==> config.mk <==
export PLATFORM = sky130hd
export DESIGN_NAME = cpu_traffic_agent
export DESIGN_NICKNAME = d
export VERILOG_FILES = /design/src/rtl/cpu_traffic_agent.sv
export SDC_FILE = /design/constraint.sdc
export NUM_CORES = 1
export LEC_CHECK = 0
export CAP_MARGIN = 20
export CORE_MARGIN = 2
export CORE_UTILIZATION = 30
export DETAILED_ROUTE_END_ITERATION = 6
export GPL_TIMING_DRIVEN = 0
export SETUP_SLACK_MARGIN = 0.2
export SLEW_MARGIN = 20
export SYNTH_ARGS = -nofsm -noshare
export SYNTH_HDL_FRONTEND = slang
export SYNTH_SLANG_ARGS = --single-unit
==> constraint.sdc <==
create_clock -name clk -period 6.1 [get_ports clk]
set_input_delay 0.61 -clock clk [delete_from_list [all_inputs] [get_ports clk]]
set_output_delay 0.61 -clock clk [all_outputs]
set_load 0.02 [all_outputs]
==> src/rtl/cpu_traffic_agent.sv <==
// Per-CPU traffic source and in-order response checker.
// Issues sequence-tagged 64-bit requests on the cpu->noc push channel and
// checks that the noc->cpu pull channel echoes them back in order.
module cpu_traffic_agent #(
  parameter int NUM_TRANSACTIONS = 16,
  parameter int MAX_OUTSTANDING  = 4,
  parameter int IDLE_GAP         = 0
) (
  input  logic        clk,
  input  logic        rst_n,
  input  logic        start,
  input  logic [31:0] cpu_index,
  input  logic        data_cpu_to_noc_rdy,
  output logic        data_cpu_to_noc_vld,
  output logic [63:0] data_cpu_to_noc,
  output logic        data_noc_to_cpu_rdy,
  input  logic        data_noc_to_cpu_vld,
  input  logic [63:0] data_noc_to_cpu,
  output logic        transactions_done,
  output logic        error,
  output logic [15:0] rx_count
);

  localparam int OUT_W = $clog2(MAX_OUTSTANDING + 1);
  localparam int GAP_W = (IDLE_GAP > 0) ? $clog2(IDLE_GAP + 1) : 1;
  localparam logic [15:0]      NUM_TX   = 16'(NUM_TRANSACTIONS);
  localparam logic [OUT_W-1:0] MAX_OUT  = OUT_W'(MAX_OUTSTANDING);
  localparam logic [GAP_W-1:0] GAP_LOAD = GAP_W'(IDLE_GAP);

  typedef enum logic [1:0] {
    IDLE = 2'd0,
    RUN  = 2'd1,
    DONE = 2'd2
  } state_t;

  state_t           state, state_n;
  logic [15:0]      tx_seq, tx_seq_n;
  logic [15:0]      rx_count_n;
  logic [OUT_W-1:0] outstanding, outstanding_n;
  logic [GAP_W-1:0] gap, gap_n;
  logic             error_n;
  logic             push_fire, pull_fire, pull_ok;
  logic             vld_n;
  logic [63:0]      expected_word;
  logic             unused_cpu_index_hi;

  // Request / expected-response word layout shared by issue and check paths.
  function automatic logic [63:0] make_word(input logic [15:0] idx, input logic [15:0] seq);
    return {idx, seq, seq ^ 16'hFFFF, 16'hCAFE};
  endfunction

  assign push_fire     = data_cpu_to_noc_vld & data_cpu_to_noc_rdy;
  assign pull_fire     = data_noc_to_cpu_vld & data_noc_to_cpu_rdy;
  assign pull_ok       = pull_fire && (outstanding != '0);
  // rx_count doubles as the receive sequence number for the in-order check.
  assign expected_word = make_word(cpu_index[15:0], rx_count);
  assign unused_cpu_index_hi = ^cpu_index[31:16];

  // Next-state values for the FSM and its counters; outputs are registered from these.
  always_comb begin
    state_n       = state;
    tx_seq_n      = tx_seq;
    rx_count_n    = rx_count;
    outstanding_n = outstanding;
    gap_n         = gap;
    error_n       = error;
    case (state)
      IDLE: begin
        if (start) state_n = RUN;
      end
      RUN: begin
        if (push_fire) begin
          tx_seq_n = tx_seq + 16'd1;
          gap_n    = GAP_LOAD;
        end else if (gap != '0) begin
          gap_n = gap - GAP_W'(1);
        end
        if (pull_ok) begin
          rx_count_n = rx_count + 16'd1;
          if (data_noc_to_cpu != expected_word) error_n = 1'b1;
        end else if (pull_fire) begin
          error_n = 1'b1;
        end
        case ({push_fire, pull_ok})
          2'b10:   outstanding_n = outstanding + OUT_W'(1);
          2'b01:   outstanding_n = outstanding - OUT_W'(1);
          default: outstanding_n = outstanding;
        endcase
        if (tx_seq == NUM_TX && rx_count == NUM_TX) state_n = DONE;
      end
      DONE: begin
        state_n = DONE;
      end
      default: state_n = IDLE;
    endcase
  end

  // Push valid is derived from next-cycle state so it is a clean register
  // that only drops after an accept, keeping vld/data stable under backpressure.
  assign vld_n = (state_n == RUN) && (tx_seq_n < NUM_TX) &&
                 (outstanding_n < MAX_OUT) && (gap_n == '0);

  // Single state register for the FSM, counters and all registered outputs.
  always_ff @(posedge clk or negedge rst_n) begin
    if (!rst_n) begin
      state               <= IDLE;
      tx_seq              <= '0;
      rx_count            <= '0;
      outstanding         <= '0;
      gap                 <= '0;
      error               <= 1'b0;
      data_cpu_to_noc_vld <= 1'b0;
      data_cpu_to_noc     <= '0;
      data_noc_to_cpu_rdy <= 1'b0;
      transactions_done   <= 1'b0;
    end else begin
      state               <= state_n;
      tx_seq              <= tx_seq_n;
      rx_count            <= rx_count_n;
      outstanding         <= outstanding_n;
      gap                 <= gap_n;
      error               <= error_n;
      data_cpu_to_noc_vld <= vld_n;
      data_cpu_to_noc     <= vld_n ? make_word(cpu_index[15:0], tx_seq_n) : 64'd0;
      data_noc_to_cpu_rdy <= (state_n == RUN);
      transactions_done   <= (state_n == DONE);
    end
  end

endmodule

=== Word level (Yosys, flattened, before mapping) ===
Cells that the tools add are included.

* Bits in registers: 106
* Input port bits: 101
* Output and inout bits: 84
* Logic and storage cells: 56

* $add $sub $neg: 5
* Magnitude comparators: 2
* Equal/unequal tests: 10
* Mux-type cells: 14
* Bitwise gates (word level): 5
* Reductions and logical operators: 10

{| class="wikitable"
|+ Operators by type and width
! kind !! number
|-
| $mux 64 || 1
|-
| $ne 64x64->1 || 1
|-
| $add 16x1->16 const B || 2
|-
| $eq 16x5->1 const B || 2
|-
| $mux 16 || 2
|-
| $not 16->16 || 2
|-
| $lt 16x5->1 const B || 1
|-
| $eq 2x1->1 const B || 3
|-
| $eq 2x2->1 const B || 3
|-
| $mux 1 || 6
|-
| $pmux 2 s3 || 1
|-
| $pmux 3 s2 || 1
|-
| $logic_and 1x1->1 || 5
|-
| $mux 2 || 2
|-
| $add 3x1->3 const B || 1
|-
| $lt 3x3->1 const B || 1
|-
| $mux 3 || 1
|-
| $reduce_and 3->1 || 1
|-
| $reduce_bool 3->1 || 1
|-
| $sub 3x1->3 const B || 1
|-
| $and 1x1->1 || 2
|-
| $logic_not 2->1 || 1
|-
| $ne 2x1->1 const B || 1
|-
| $reduce_and 2->1 || 1
|-
| 3 further kinds || 3
|}

=== Logic depth before layout (Yosys ltp) ===
Gate-level depths: netlist of run 1.

* Depth in word-level cells: 9
* Gate-level depth with buffers: 12
* Depth with buffers taken out: 11

=== Least setup slack after synthesis of run 1 ===
No wires, ideal clock.

* Path type: input to register
* From: input port data_noc_to_cpu_vld
* To: register data_cpu_to_noc[54]
* Library setup time: 0.120 ns
* Arrival: 2.564 ns
* Required time: 5.980 ns
* Slack: 3.416 ns
* Stages on the path: 12
* Path buffers: 1
* Cell sequence: o311ai_0 -> inv_1 -> ha_1 -> inv_1 -> fa_1 -> xor2_1 -> nor3_1 -> xor2_1 -> nor3_1 -> o22a_1 -> clkbuf_1 -> and4_1

* Longest elaborated chain between the ends: 9
* Elaborated cells between the ends (all ways): 10
* Those cells by class: 1 x order compare; 2 x eq/ne; 3 x mux; 1 x bitwise; 3 x reduce/logical

{| class="wikitable"
|+ RTL lines
! what !! RTL line !! text
|-
| start: declaration || 17 || <nowiki>input logic data_noc_to_cpu_vld,</nowiki>
|-
| $and 1x1->1 (*) || 53 || <nowiki>assign pull_fire = data_noc_to_cpu_vld & data_noc_to_cpu_rdy;</nowiki>
|-
| $logic_and 1x1->1 (*) || 54 || <nowiki>assign pull_ok = pull_fire && (outstanding != '0);</nowiki>
|-
| $eq 2x1->1 or $eq 2x2->1 (tied branches) || 84 || <nowiki>case ({push_fire, pull_ok})</nowiki>
|-
| $pmux 3 s2 (*) || 84 ||
|-
| $mux 3 (*) || 67 || <nowiki>case (state)</nowiki>
|-
| net outstanding_n[2] || 39 || <nowiki>logic [OUT_W-1:0] outstanding, outstanding_n;</nowiki>
|-
| $lt 3x3->1 (*) || 101 || <nowiki>(outstanding_n < MAX_OUT) && (gap_n == '0);</nowiki>
|-
| $logic_and 1x1->1 (*) || 100 || <nowiki>assign vld_n = (state_n == RUN) && (tx_seq_n < NUM_TX) &&</nowiki>
|-
| $logic_and 1x1->1 (*) || 101 ||
|-
| $mux 64 (*) || 124 || <nowiki>data_cpu_to_noc <= vld_n ? make_word(cpu_index[15:0], tx_seq_n) : 64'd0;</nowiki>
|-
| end signal: assignment || 124 ||
|-
| end: declaration || 15 || <nowiki>output logic [63:0] data_cpu_to_noc,</nowiki>
|}

The timed path passes the listed nets; every way through them passes the cells marked *.
A chain may end at the register's enable or synchronous reset.

=== Final worst setup path of run 1 ===
* From: input port data_noc_to_cpu_vld
* To: register data_cpu_to_noc[59]

The elaborated chain is that of the path after synthesis.

==> flow_summary.ini, run 1 <==
[cts]
post-cts-setup-buffers = 0
cts_root_buf = clkbuf_16
cts_hold_buffers = 0
cts_resized = 0
cts_max_path_buffers = 2
htree_levels = 3
worstSkewPairLatency_ns = 0.34
numClockSinks = 90
cts_tree = yes
clk_pin_slew_ns = 0.07
numCtsBuffers = 9

[sta]
finalHoldViolCount = 0
max_freq_mhz = 296
fin_crit_sh_pct = 55.3
slew_violations = 0
hold_ws_ns = 0.223
worstMarginPinSlew_ns = 0.674
period_minus_slack_ns = 3.37
finalSetupViolCount = 0
fin_tns_setup_ns = 0
slew-limit-headroom_pct = 54.7
clock_skew_ns = 0.0120
rsz0062_at_grt = false

[cells_and_area]
fillCellCount = 1377
regArea_mm2 = 0.00225
area_delta_synth_final_pct = 49.5
multi_input_area_mm2 = 0.00193
nets = 710
stdcell_count = 792
final_area_mm2 = 0.00675
final_cell_mix = clkdlybuf4s50_1 (162), dfrtp_1 (90), xnor2_1 (44), buf_4 (34), xor2_1 (24)
n_antenna_cell = 0
drive_gt1_share_pct = 12.0
final_common_cell = clkdlybuf4s50_1

[floorplanning]
initial_core_util_pct = 30.8
dieArea_mm2 = 0.0160
fp-row-count = 44
boundaryPins = 185
die_x_um = 127
die_y_um = 127
coreArea_mm2 = 0.0146

[yosys]
async_reset_ff_share_pct = 100
yosysUniqueCellTypes = 45
yosys.area.top_type = dfrtp_1
yosysTopAreaCellShare_pct = 49.9
ys_warn_count = 0
netlist_top_cells_area = dfrtp_1 (50%), xnor2_1 (8.5%), buf_4 (5.5%), xor2_1 (4.7%), and4_1 (2.9%)
ys_ff_latch = 90
avgSynthCellArea_um2 = 11.0
syn_inst = 412
synth_edf_count = 0
ys.flop_type = dfrtp_1
yosysSeqAreaShare_pct = 49.9
netlist_area_mm2 = 0.00451

[placement]
portBuffers = 163
dpl.hpwl_um = 9460
post_dp_cell_area_mm2 = 0.00646
gp_congestion = 0.833
place_inst = 776

[min_path]
worstHoldPathType = in2async

[power_and_ir_drop]
powerDensity_mw_per_mm2 = 244
vdd_ir_drop_max_mv = 0.146
combPwrFrac_pct = 26.2
power_switching_w = 0.000520
switching_share_pct = 31.6
p_int_w = 0.00112
clockPowerShare_pct = 32.8
power_w = 0.00164
leakage_nw = 2.97
p_seq_share_pct = 41.0

[global_routing]
antenna_found_initial = 0
grt_max_degree = 56
grt_pass1_wl_um = 19000
grt_pass1_vias = 3668
grt_usage_pct = 15.2
gr-total-overflow = 0

[run]
max_cap_viol_count = 0

[worst_setup_path]
critPathLaunchType = input pin
crit_arrival_ns = 3.64
critPathRequiredTime_ns = 6.37
critical_path_class = in2reg
cp-end-kind = flip-flop
crit_fanout = 10

[route]
post-route-drc-count = 0
vias = 3578
first_pass_iters = 4
initialDrtViolationCount = 201
routedWlPerCell_um = 15.2
ant_nets = 0
routed_wirelength_um = 12100
viasPerCell = 4.52

[run_status]
outcome = completed
## critical path, stage by stage
cell and delay (ns):
clkdlybuf4s50_1 0.49, o311ai_0 0.17, inv_1 0.14, ha_1 0.19, inv_1 0.06, fa_1 0.38, xor2_1 0.15, nor3_1 0.17
xor2_1 0.11, nor3_1 0.15, o22a_1 0.45, clkbuf_1 0.32, and4_1 0.24
## cells in the mapped netlist (all sizes together), types with 4 or more instances
library cell	count
nand2b	6
dfrtp	90
nor4	12
nor3	11
xnor2	44
nand4	17
and3	20
and3b	4
nand2	18
ha	5
and4	22
nor2	20
buf	37
inv	12
nor3b	8
o21ai	7
nand3	10
clkbuf	13
xor2	24
## power by group through the flow
stage	logic (W)	clock network [W]	registers [W]
after floorplan	0.000247	0	0.000675
after global placement	0.000418	0	0.000686
after detailed placement	0.000432	0	0.000686
after CTS	0.000434	0.000556	0.000675
after global routing	0.000477	0.000586	0.000680
final	0.000431	0.000539	0.000674
## layer usage
metal  wire (µm)  global-route usage (%)
met1        5680                    21.4
met2        5580                    23.7
met5           0                       0
met3         628                    3.25
met4         178                    4.65
## metrics by stage
stage	util [%]	setup WS [ns]
global route	46.1	2.45
CTS	46.1	2.76
detailed placement	44.1	2.40
global placement	44.0	1.22
floorplan	-	3.42
finish	46.1	2.73
## sequential cells by signal, summed over array words and instances (netlist names)
register / flops
outstanding: 3
data_cpu_to_noc: 49
rx_count: 16
data_noc_to_cpu_rdy: 1
state: 2
gap: 1
error: 1
transactions_done: 1
tx_seq: 16
## cell families (layout without fill, tap and decap cells)
family / after synthesis / in the layout / synth area share, %
simple gates: 163 / 163 / 23.2
flops: 90 / 90 / 49.9
mux: 2 / 2 / 0.443
compound gates: 20 / 20 / 2.80
buf+inv: 62 / 242 / 8.59
fa+ha+maj: 6 / 6 / 1.83
other cells: 1 / 17 / 0.0831
xor+xnor: 68 / 68 / 13.2
## area by class of cell
class	instances	share of cell area (%)
Buffer	50	5.08
Clock buffer	9	3.34
Clock inverter	7	0.945
Inverter	12	0.667
Multi-Input combinational cell	276	28.7
Sequential cell	90	33.4
Tap cell	184	3.41
Timing Repair Buffer	164	24.5
## path summary, 6_finish.rpt
check	start	end	slack, ns	cells after the start
setup / recovery	data_noc_to_cpu_vld	data_cpu_to_noc[59]$_DFF_PN0_	2.73	13
hold / removal	rst_n	data_cpu_to_noc[38]$_DFF_PN0_	0.22	1
setup reg to reg	outstanding[2]$_DFF_PN0_	data_cpu_to_noc[59]$_DFF_PN0_	2.98	12
hold reg to reg	gap$_DFF_PN0_	gap$_DFF_PN0_	0.50	1
max in group asynchronous	rst_n	rx_count[7]$_DFFE_PN0P_	5.25	2
min in group clk	gap$_DFF_PN0_	gap$_DFF_PN0_	0.50	1
Note: power is estimated with default switching activity, not from simulation.
==> run 2, diff against run 1 <==
==> constraint.sdc (replaced) <==
create_clock -name clk -period 2.7 [get_ports clk]
set_input_delay 0.27 -clock clk [delete_from_list [all_inputs] [get_ports clk]]
set_output_delay 0.27 -clock clk [all_outputs]
set_load 0.02 [all_outputs]
==> flow_summary.ini, run 2 (same netlist as run 1, synthesis figures left out) <==
[global_routing]
met2_usage_pct = 24.8
grt_pass1_vias = 3808
use_met3_pct = 3.96
grt_pass1_wl_um = 19400
antenna_found_initial = 0
grt_usage_pct = 15.5
met1_usage_pct = 20.6
gr-total-overflow = 0
grt_busiest_layer = met2
grt_max_degree = 49

[cells_and_area]
final_common_cell = clkdlybuf4s50_1
nets = 740
stdcell_count = 821
area_delta_synth_final_pct = 59.0
largest_register_ffs = 49
drive_gt1_share_pct = 20.6
fillCellCount = 1324
final_cell_mix = clkdlybuf4s50_1 (161), dfrtp_1 (88), buf_4 (58), xnor2_1 (43), xor2_1 (23)
largest_register = data_cpu_to_noc
n_antenna_cell = 0
final_area_mm2 = 0.00718
reg_top3 = data_cpu_to_noc: 49 flops, rx_count: 16 flops, tx_seq: 16 flops

[sta]
worstMarginPinSlew_ns = 0.588
clock_skew_ns = 0.00427
rsz0062_at_grt = true
finalHoldViolCount = 0
slew_violations = 0
fin_crit_sh_pct = 93.8
slew-limit-headroom_pct = 60.7
max_freq_mhz = 395
fin_tns_setup_ns = 0
period_minus_slack_ns = 2.53
finalSetupViolCount = 0

[power_and_ir_drop]
vdd_ir_drop_max_mv = 0.334
powerDensity_mw_per_mm2 = 561
leakage_nw = 3.16
power_w = 0.00402

[worst_setup_path]
critPathLaunchType = flip-flop
critPathRequiredTime_ns = 2.99
critical_path_class = reg2reg
cp_cell_sequence = o311ai_4 > inv_2 > ha_4 > inv_2 > fa_2 > xor2_2 > nor3_2 > xor2_1 > nor3_1 > o22a_2 > buf_6 > and4_4
crit_fanout = 7
crit_arrival_ns = 2.82
crit_path_max_incr_delay_ns = 0.42
critical_path.top_delay_family = compound AO/OA/AOI/OAI gates
cp-end-kind = flip-flop
path_common_cell = inv_2
critPathSlowestCell = dfrtp_1
crit_buf_inv = 3

[placement]
dpl.hpwl_um = 9410
portBuffers = 163
place_inst = 776
gp_congestion = 0.885
post_dp_cell_area_mm2 = 0.00646

[route]
viasPerCell = 4.60
vias = 3775
first_pass_iters = 4
post-route-drc-count = 0
initialDrtViolationCount = 187
routed_wirelength_um = 12500
ant_nets = 0
routedWlPerCell_um = 15.2

[floorplanning]
boundaryPins = 185
dieArea_mm2 = 0.0160
initial_core_util_pct = 30.8
coreArea_mm2 = 0.0146
die_y_um = 127
fp-row-count = 44
die_x_um = 127

[cts]
cts_root_buf = clkbuf_16
htree_levels = 3
numClockSinks = 90
numCtsBuffers = 9
cts_max_path_buffers = 2
worstSkewPairLatency_ns = 0.35
clk_pin_slew_ns = 0.06
cts_tree = yes

[run]
max_cap_viol_count = 0

[min_path]
worstHoldPathType = in2async

[run_status]
outcome = completed
run 2: path summary, 6_finish.rpt:
path	startpoint	endpoint	slack, ns	cells after the start
hold / removal	rst_n	data_cpu_to_noc[43]$_DFF_PN0_	0.46	2
hold reg to reg	gap$_DFF_PN0_	gap$_DFF_PN0_	0.49	1
setup reg to reg	outstanding[0]$_DFFE_PN0P_	data_cpu_to_noc[52]$_DFF_PN0_	0.17	12
setup / recovery	outstanding[0]$_DFFE_PN0P_	data_cpu_to_noc[52]$_DFF_PN0_	0.17	12
max in group asynchronous	rst_n	data_noc_to_cpu_rdy$_DFF_PN0_	1.60	3
min in group clk	gap$_DFF_PN0_	gap$_DFF_PN0_	0.49	1
run 2: final cells by class:
| class | count | area, µm² | area share (%) |
|---|---|---|---|
| inverter | 12 | 45.0 | 0.628 |
| tap | 184 | 230 | 3.21 |
| clock inverter | 5 | 38.8 | 0.540 |
| buffer | 50 | 379 | 5.28 |
| sequential | 90 | 2250 | 31.4 |
| timing repair buffer | 194 | 1930 | 26.8 |
| multi-input combinational | 276 | 2060 | 28.8 |
| clock buffer | 10 | 239 | 3.33 |
run 2: metal layers:
| layer | vias to the layer above | part of all wire [%] | wire (µm) |
|---|---|---|---|
| met1 | 1785 | 44 | 5470 |
| met4 | 0 | 2.2 | 269 |
| li1 | 1841 | - | - |
| met2 | 127 | 49 | 6070 |
| met5 | - | 0 | 0 |
| met3 | 22 | 5.6 | 698 |
run 2: power by group:
group          leakage, nW  switching (W)  internal, W  total [W]
clock network        0.135       0.000527     0.000650    0.00118
logic                 1.86       0.000606     0.000716    0.00132
registers             1.17      0.0000969      0.00143    0.00153
run 2: through the flow:
stage / hold WS (ns) / utilization [%] / setup slack (ns)
global placement: 0.476 / 44.0 / -2.18
global route: 0.500 / 49.0 / 0.0718
CTS: 0.470 / 47.8 / 0.158
floorplan: -0.0256 / - / 0.209
detailed placement: 0.299 / 44.1 / -0.672
finish: 0.458 / 49.0 / 0.169
run 2: repair_timing:
item / CTS / global route
hold buffers: 1 / 0
pin swaps: 8 / 9
gates resized for setup: 29 / 22
cloned: 1 / 2
buffers inserted: 21 / 5
endpoints found under the hold margin: 42 / 0
setup endpoints to repair: 37 / 38
run 2: worst register-to-register path: stages (launching register included):
cell      delay [ns]
dfrtp_1         0.42
o311ai_4        0.33
inv_2           0.10
ha_4            0.17
inv_2           0.05
fa_2            0.20
xor2_2          0.15
nor3_2          0.06
xor2_1          0.15
nor3_1          0.16
o22a_2          0.30
buf_6           0.17
and4_4          0.21
